`src/rtl/fifo_pkg.sv`:
```
// Shared sizing constants and FSM state encoding for the 4-entry FIFO controller.
package fifo_pkg;

    localparam int unsigned DEPTH = 4;
    localparam int unsigned PTR_W = 2;
    localparam int unsigned CNT_W = PTR_W + 1;

    // BAD is never entered in normal operation; it only exists so recovery is explicit.
    typedef enum logic [1:0] {
        EMPTY  = 2'b00,
        ACTIVE = 2'b01,
        FULL   = 2'b10,
        BAD    = 2'b11
    } state_t;

endpackage

```
`src/rtl/fifo_ptr_cnt.sv`:
```
// Wrapping pointer counter: advances by one when en is high, rolls over at 2**W.
module fifo_ptr_cnt #(
    parameter int unsigned W = 2
) (
    input  logic         clk,
    input  logic         rst,
    input  logic         en,
    output logic [W-1:0] ptr
);

    always_ff @(posedge clk) begin
        if (rst) begin
            ptr <= '0;
        end else if (en) begin
            ptr <= ptr + W'(1);
        end
    end

endmodule

```
`src/rtl/fifo_ctrl.sv`:
```
// Occupancy FSM, pointer control, write gating and sticky error flag for the FIFO storage.
module fifo_ctrl
    import fifo_pkg::*;
(
    input  logic             clk,
    input  logic             rst,
    input  logic             data_in_valid,
    input  logic             pop_fifo,
    output logic [PTR_W-1:0] write_ptr,
    output logic [PTR_W-1:0] read_ptr,
    output logic             wr_en,
    output logic             fifo_full,
    output logic             fifo_empty,
    output logic [CNT_W-1:0] count,
    output logic             err
);

    state_t state;
    logic   bad_state;
    logic   push_ok;
    logic   pop_ok;
    logic   ptr_rst;

    assign bad_state  = (state == BAD);
    assign fifo_full  = (state == FULL);
    assign fifo_empty = (state == EMPTY);

    // An illegal encoding blocks both requests for the single recovery cycle.
    assign push_ok = data_in_valid & ~fifo_full & ~bad_state;
    assign pop_ok  = pop_fifo & ~fifo_empty & ~bad_state;
    assign wr_en   = push_ok;
    assign ptr_rst = rst | bad_state;

    fifo_ptr_cnt #(.W(PTR_W)) u_wr_ptr (
        .clk (clk),
        .rst (ptr_rst),
        .en  (push_ok),
        .ptr (write_ptr)
    );

    fifo_ptr_cnt #(.W(PTR_W)) u_rd_ptr (
        .clk (clk),
        .rst (ptr_rst),
        .en  (pop_ok),
        .ptr (read_ptr)
    );

    always_ff @(posedge clk) begin
        if (rst) begin
            state <= EMPTY;
            count <= '0;
            err   <= 1'b0;
        end else begin
            if ((data_in_valid & fifo_full) | (pop_fifo & fifo_empty)) begin
                err <= 1'b1;
            end

            if (push_ok & ~pop_ok) begin
                count <= count + CNT_W'(1);
            end else if (pop_ok & ~push_ok) begin
                count <= count - CNT_W'(1);
            end

            case (state)
                EMPTY: begin
                    if (push_ok) begin
                        state <= ACTIVE;
                    end
                end
                ACTIVE: begin
                    if (push_ok & ~pop_ok & (count == CNT_W'(DEPTH - 1))) begin
                        state <= FULL;
                    end else if (pop_ok & ~push_ok & (count == CNT_W'(1))) begin
                        state <= EMPTY;
                    end
                end
                FULL: begin
                    if (pop_ok & ~push_ok) begin
                        state <= ACTIVE;
                    end
                end
                default: begin
                    state <= EMPTY;
                    count <= '0;
                    err   <= 1'b1;
                end
            endcase
        end
    end

endmodule

```
`config.mk`:
```
export PLATFORM = sky130hd
export DESIGN_NAME = fifo_ctrl
export DESIGN_NICKNAME = d
export VERILOG_FILES = /design/src/rtl/fifo_pkg.sv /design/src/rtl/fifo_ptr_cnt.sv /design/src/rtl/fifo_ctrl.sv
export SDC_FILE = /design/constraint.sdc
export NUM_CORES = 1
export LEC_CHECK = 0
export CAP_MARGIN = 15
export CORE_AREA = 3 3 40 42
export CTS_BUF_LIST = sky130_fd_sc_hd__clkbuf_8
export DETAILED_ROUTE_END_ITERATION = 8
export DIE_AREA = 0 0 43 45
export PLACE_DENSITY = 0.79
export SYNTH_ARGS = -nofsm -noshare
export SYNTH_HDL_FRONTEND = slang
export SYNTH_HIERARCHICAL = 1
export SYNTH_SLANG_ARGS = --single-unit
```
`constraint.sdc`:
```
create_clock -name clk -period 3.9 [get_ports clk]
set_input_delay 0.975 -clock clk [delete_from_list [all_inputs] [get_ports clk]]
set_output_delay 0.975 -clock clk [all_outputs]
set_load 0.005 [all_outputs]
```
======== Word-level counts from Yosys, hierarchy flattened ========
Index checks and enable logic that the tools add are counted.
storage, ports and cells
  register bits ........................... 10
  output and inout bits ................... 11
  word-level logic and storage cells ...... 50
operators by class
  add/subtract/negate cells ............... 4
  eq/ne operators ......................... 9
  multiplexer cells ....................... 9
  bitwise logic cells ..................... 18
  reductions and logical operators ........ 5
operator list
  kind                   number
  $and A1 B1 Y1          10
  $mux W2                4
  $mux W3                2
  $ne A2 B1 Y1 const B   3
  $not A1 Y1             6
  $pmux W2 S3            1
  $add A2 B1 Y2 const B  2
  $eq A2 B2 Y1 const B   2
  $add A3 B1 Y3 const B  1
  $eq A3 B1 Y1 const B   1
  $eq A3 B2 Y1 const B   1
  $ne A3 B3 Y1 const B   1
  $reduce_and A3 Y1      1
  $reduce_or A3 Y1       1
  $sub A3 B1 Y3 const B  1
  $eq A2 B1 Y1 const B   1
  $logic_not A2 Y1       1
  $mux W1                2
  $or A1 B1 Y1           2
  $reduce_bool A2 Y1     1
  $reduce_or A2 Y1       1

======== Longest topological paths before layout ========
  depth in word-level cells ............... 10
  mapped depth ............................ 7

======== By module ========
Netlist, hierarchy kept.
by module, submodules not included
  module        instances  cells each  area each (um^2)  seq. area each (um^2)
  fifo_ctrl     1          47          401.6             120.1
  fifo_ptr_cnt  2          7           78.8              40.0

======== Worst setup path after synthesis ========
OpenSTA, ideal clock, no wires.
  path kind ............................... input -> output
  from .................................... in data_in_valid
  to ...................................... out wr_en
  arrival time ............................ 1107 ps
  setup slack ............................. 1818 ps
  stages on the path ...................... 2
  cells stage by stage .................... nand2b_4 inv_2
on the way
  longest elaborated chain between the ends .. 2
RTL lines
  element                      RTL line         text
  from (decl)                  fifo_ctrl.sv:7   input logic data_in_valid,
  $and A1 B1 Y1 (2 in series)  fifo_ctrl.sv:29  assign push_ok = data_in_valid & ~fifo_full & ~bad_state;
  to (decl)                    fifo_ctrl.sv:11  output logic wr_en,
Every way passes these cells.

======== Final worst setup path ========
Ends and elaborated chain as after synthesis.

==> metrics.md <==
| Metric | Value |
|---|---|
| Status | complete, no violations |
| Post-synthesis simple-gate area fraction | 0.181 |
| Synth-to-Final Area Change | 38.3% |
| Worst-margin pin slew | 0.267 ns |
| Placed cells | 90 |
| Power per cell area | 431 nW/um2 |
| I/O pins | 15 |
| Worst rel slew slack | 0.822 |
| Post-DP Area | 718 um2 |
| FF-to-FF Start | state[1]$_SDFFE_PP0P_ |
| Crit path top cell by count | clkdlybuf4s50_1 |
| IO Port Bufs | 14 |
| Clk_lat worst skew | 0.24 ns |
| Reg2Reg Capture Point | count[2]$_SDFFE_PP0P_ |
| Die ar. | 1940 um2 |
| Pre-CTS worst setup slack | 0.729 ns |
| WS Path Type | in2out |
| Unrepaired setup endpoints after global routing | no |
| Chip Width | 43 um |
| Critical path's top delay family | buffers and inverters |
| Num CTS Buffers | 3 |
| Critical Path RT | 2.92 ns |
| Crit path DAT | 2.20 ns |
| Filler Cell Count | 125 |
| Worst path max stage delay | 0.53 ns |
| CP cell instances | clkdlybuf4s50_1 -> nand2b_4 -> inv_2 -> clkdlybuf4s50_1 |
| CP startpoint | data_in_valid |
| Startpoint Class | primary input |
| Final WL | 1.10 mm |
| Final worst path period need | 3.17 ns |
| Mapped Nets | 71 |
| Xor/xnor share of the synthesized area | 0.0626 |
| Top Layer Used | met4 |
| Post-route worst setup slack | 0.730 ns |
| Grt ovf | 0 |
| R2R depth | 7 |
| CP max FO | 6 |
| Clock Path Buffers | 2 |
| Site Rows | 13 |
| LEAKAGE | 0.315 nW |
| GRT Util Overall | 0.137 |
| Slowest-stage cell, CP | clkdlybuf4s50_1 |
| CTS tree | yes |
| H-tree depth | 1 |
| Skew final | 0.00408 ns |
| Utilization after layout | 0.602 |
| Vias/cell | 4.84 |
| Starting density of the core | 0.435 |
| Largest net degree at the start of global routing | 9 |
| # clock sinks | 10 |
| First-pass GRT wire length | 1.88 mm |
| Total of max-cap violations | 0 |
| Nets | 90 |
| Postcts setup bufs | 0 |
| Critical Path Sink | wr_en |
| Hold Buf Count CTS | 0 |
| Setup TNS | 0 ns |
| Layout cell share with drive strength beyond 1 | 0.114 |
| Synth Warn # | 6 |
| Largest family of logic cells by synthesized area | compound AO/OA/AOI/OAI gates |
| Clock slew at reported path FFs | 0.05 ns |
| DRT met1 WL | 484 um |
| Setup-failing EPs final | 0 |
| VDD IR max | 0.261 mV |
| DRC Markers | 0 |
| Vias in the first global route | 478 |
| Drt wl/cell | 11.7 um |
| DP Wirelength | 844 um |
| Total Power | 0.334 mW |
| Seq cells post-synth | 10 |
| Achievable Freq | 0.315 GHz |
| Commonest cells after routing, fill and taps aside | 14 x clkdlybuf4s50_1, 10 x dfxtp_1, 8 x nor2_1, 7 x inv_1, 6 x ha_1 |
| Synth Area in Adders | 0.134 |
| Resize count post-CTS | 0 |
| Fin. Hold Viols | 0 |
| Commonest non-fill, non-tap cell in the layout | clkdlybuf4s50_1 |
| Hold Crit Class | reg2reg |
| Core Box Area | 1280 um2 |
| Die H | 45 um |
| Final GP Congestion | 0.727 |
| Buffers & Inverters on Critical Path | 3 |
| Syn avg cell area | 9.17 um2 |
| Multiplexer area fraction after synthesis | 0.0179 |
| Flop2flop setup slack | 1.98 ns |
| Mapped Cells | 61 |
| Fin area | 773 um2 |
| ANT nets after route | 0 |
| DR WL met3 | 64 um |
| Max-slew violations | 0 |
| Inserted Diodes | 0 |
| CP Depth | 4 |
| Register area share after synthesis | 0.358 |
| Final cycle utilization of the critical path | 0.813 |
| Root buf cell | clkbuf_8 |
| Initial antenna violation count | 0 |
| Initial DRC Count | 2 |
| WL met2 | 526 um |
| Post-Syn Area | 559 um2 |
| DR pass1 iterations | 2 |
| Hold Slack | 0.454 ns |
| Synth unique cells | 25 |
| DR vias | 455 |
| Finished Layout Cells | 94 |
| Compound-Gate Fraction of Synth Area | 0.192 |
| Type of element capturing the critical path | output pin |
==> where the power goes <==
group | internal (mW) | leakage [nW] | switching (mW)
registers | 0.113 | 0.0824 | 0.0119
logic | 0.0451 | 0.204 | 0.0326
clock network | 0.0889 | 0.0288 | 0.0419
==> worst min path at each step <==
| stage | start | end | slack, ns | cells after the start |
|---|---|---|---|---|
| after floorplan | err$_SDFFE_PP0P_ | err$_SDFFE_PP0P_ | 0.44 | 2 |
| after global placement | err$_SDFFE_PP0P_ | err$_SDFFE_PP0P_ | 0.44 | 2 |
| after detailed placement | err$_SDFFE_PP0P_ | err$_SDFFE_PP0P_ | 0.45 | 2 |
| after CTS | err$_SDFFE_PP0P_ | err$_SDFFE_PP0P_ | 0.46 | 2 |
| after global routing | err$_SDFFE_PP0P_ | err$_SDFFE_PP0P_ | 0.49 | 2 |
| final | err$_SDFFE_PP0P_ | err$_SDFFE_PP0P_ | 0.45 | 2 |
==> layer usage <==
layer	vias up	GRT usage
li1	242	-
met1	197	0.138
met2	11	0.240
met3	5	0.0478
met4	0	0.0904
met5	-	0
==> worst reg2reg max path, stage by stage, from the launching register on <==
cell,delay [ns]
dfxtp_1,0.44
and2b_1,0.23
o21ai_1,0.18
inv_1,0.13
ha_1,0.37
nor4b_1,0.30
nor2_1,0.08
a21oi_1,0.11
==> registers in the layout (all words and copies together) (netlist names) <==
signal / cells
state: 2
err: 1
u_wr_ptr/ptr: 2
count: 3
u_rd_ptr/ptr: 2
==> synth_stat cells <==
cell type  number  area share
dfxtp_1        10        0.36
nor3b_1         1       0.013
o21ai_1         1      0.0089
nand2b_4        1       0.025
a32oi_1         1       0.016
a211oi_1        2       0.027
a21o_1          1       0.013
nor2_1          8       0.054
nand3b_1        2       0.027
nor2b_1         1       0.011
a21oi_1         3       0.027
nand2_1         1      0.0067
a21bo_1         2       0.036
ha_1            6        0.13
nor4b_1         1       0.016
o21ai_0         2       0.018
mux2i_1         1       0.018
xnor2_1         3       0.047
inv_2           1      0.0067
a21oi_2         2       0.031
inv_1           7       0.047
xor2_1          1       0.016
nor2b_2         1       0.016
o2bb2ai_1       1       0.016
and2b_1         1       0.013
==> area by class of cell <==
cell class,count,area (um2),share of cell area
clock buffers,4,55.1,0.0712
inverters,8,30.0,0.0388
multi-input cells,43,329,0.426
flip-flops and latches,10,200,0.259
well taps,15,18.8,0.0243
repair buffers,14,140,0.181
==> cell families after synthesis <==
| kind of cell | Yosys count |
|---|---|
| AO/OA/AOI/OAI | 15 |
| flip-flops | 10 |
| adder cells (fa/ha/maj) | 6 |
| XOR/XNOR | 4 |
| AND/OR/NAND/NOR | 17 |
| buffers and inverters | 8 |
| multiplexers | 1 |
Power figures use the tool's default switching activity.
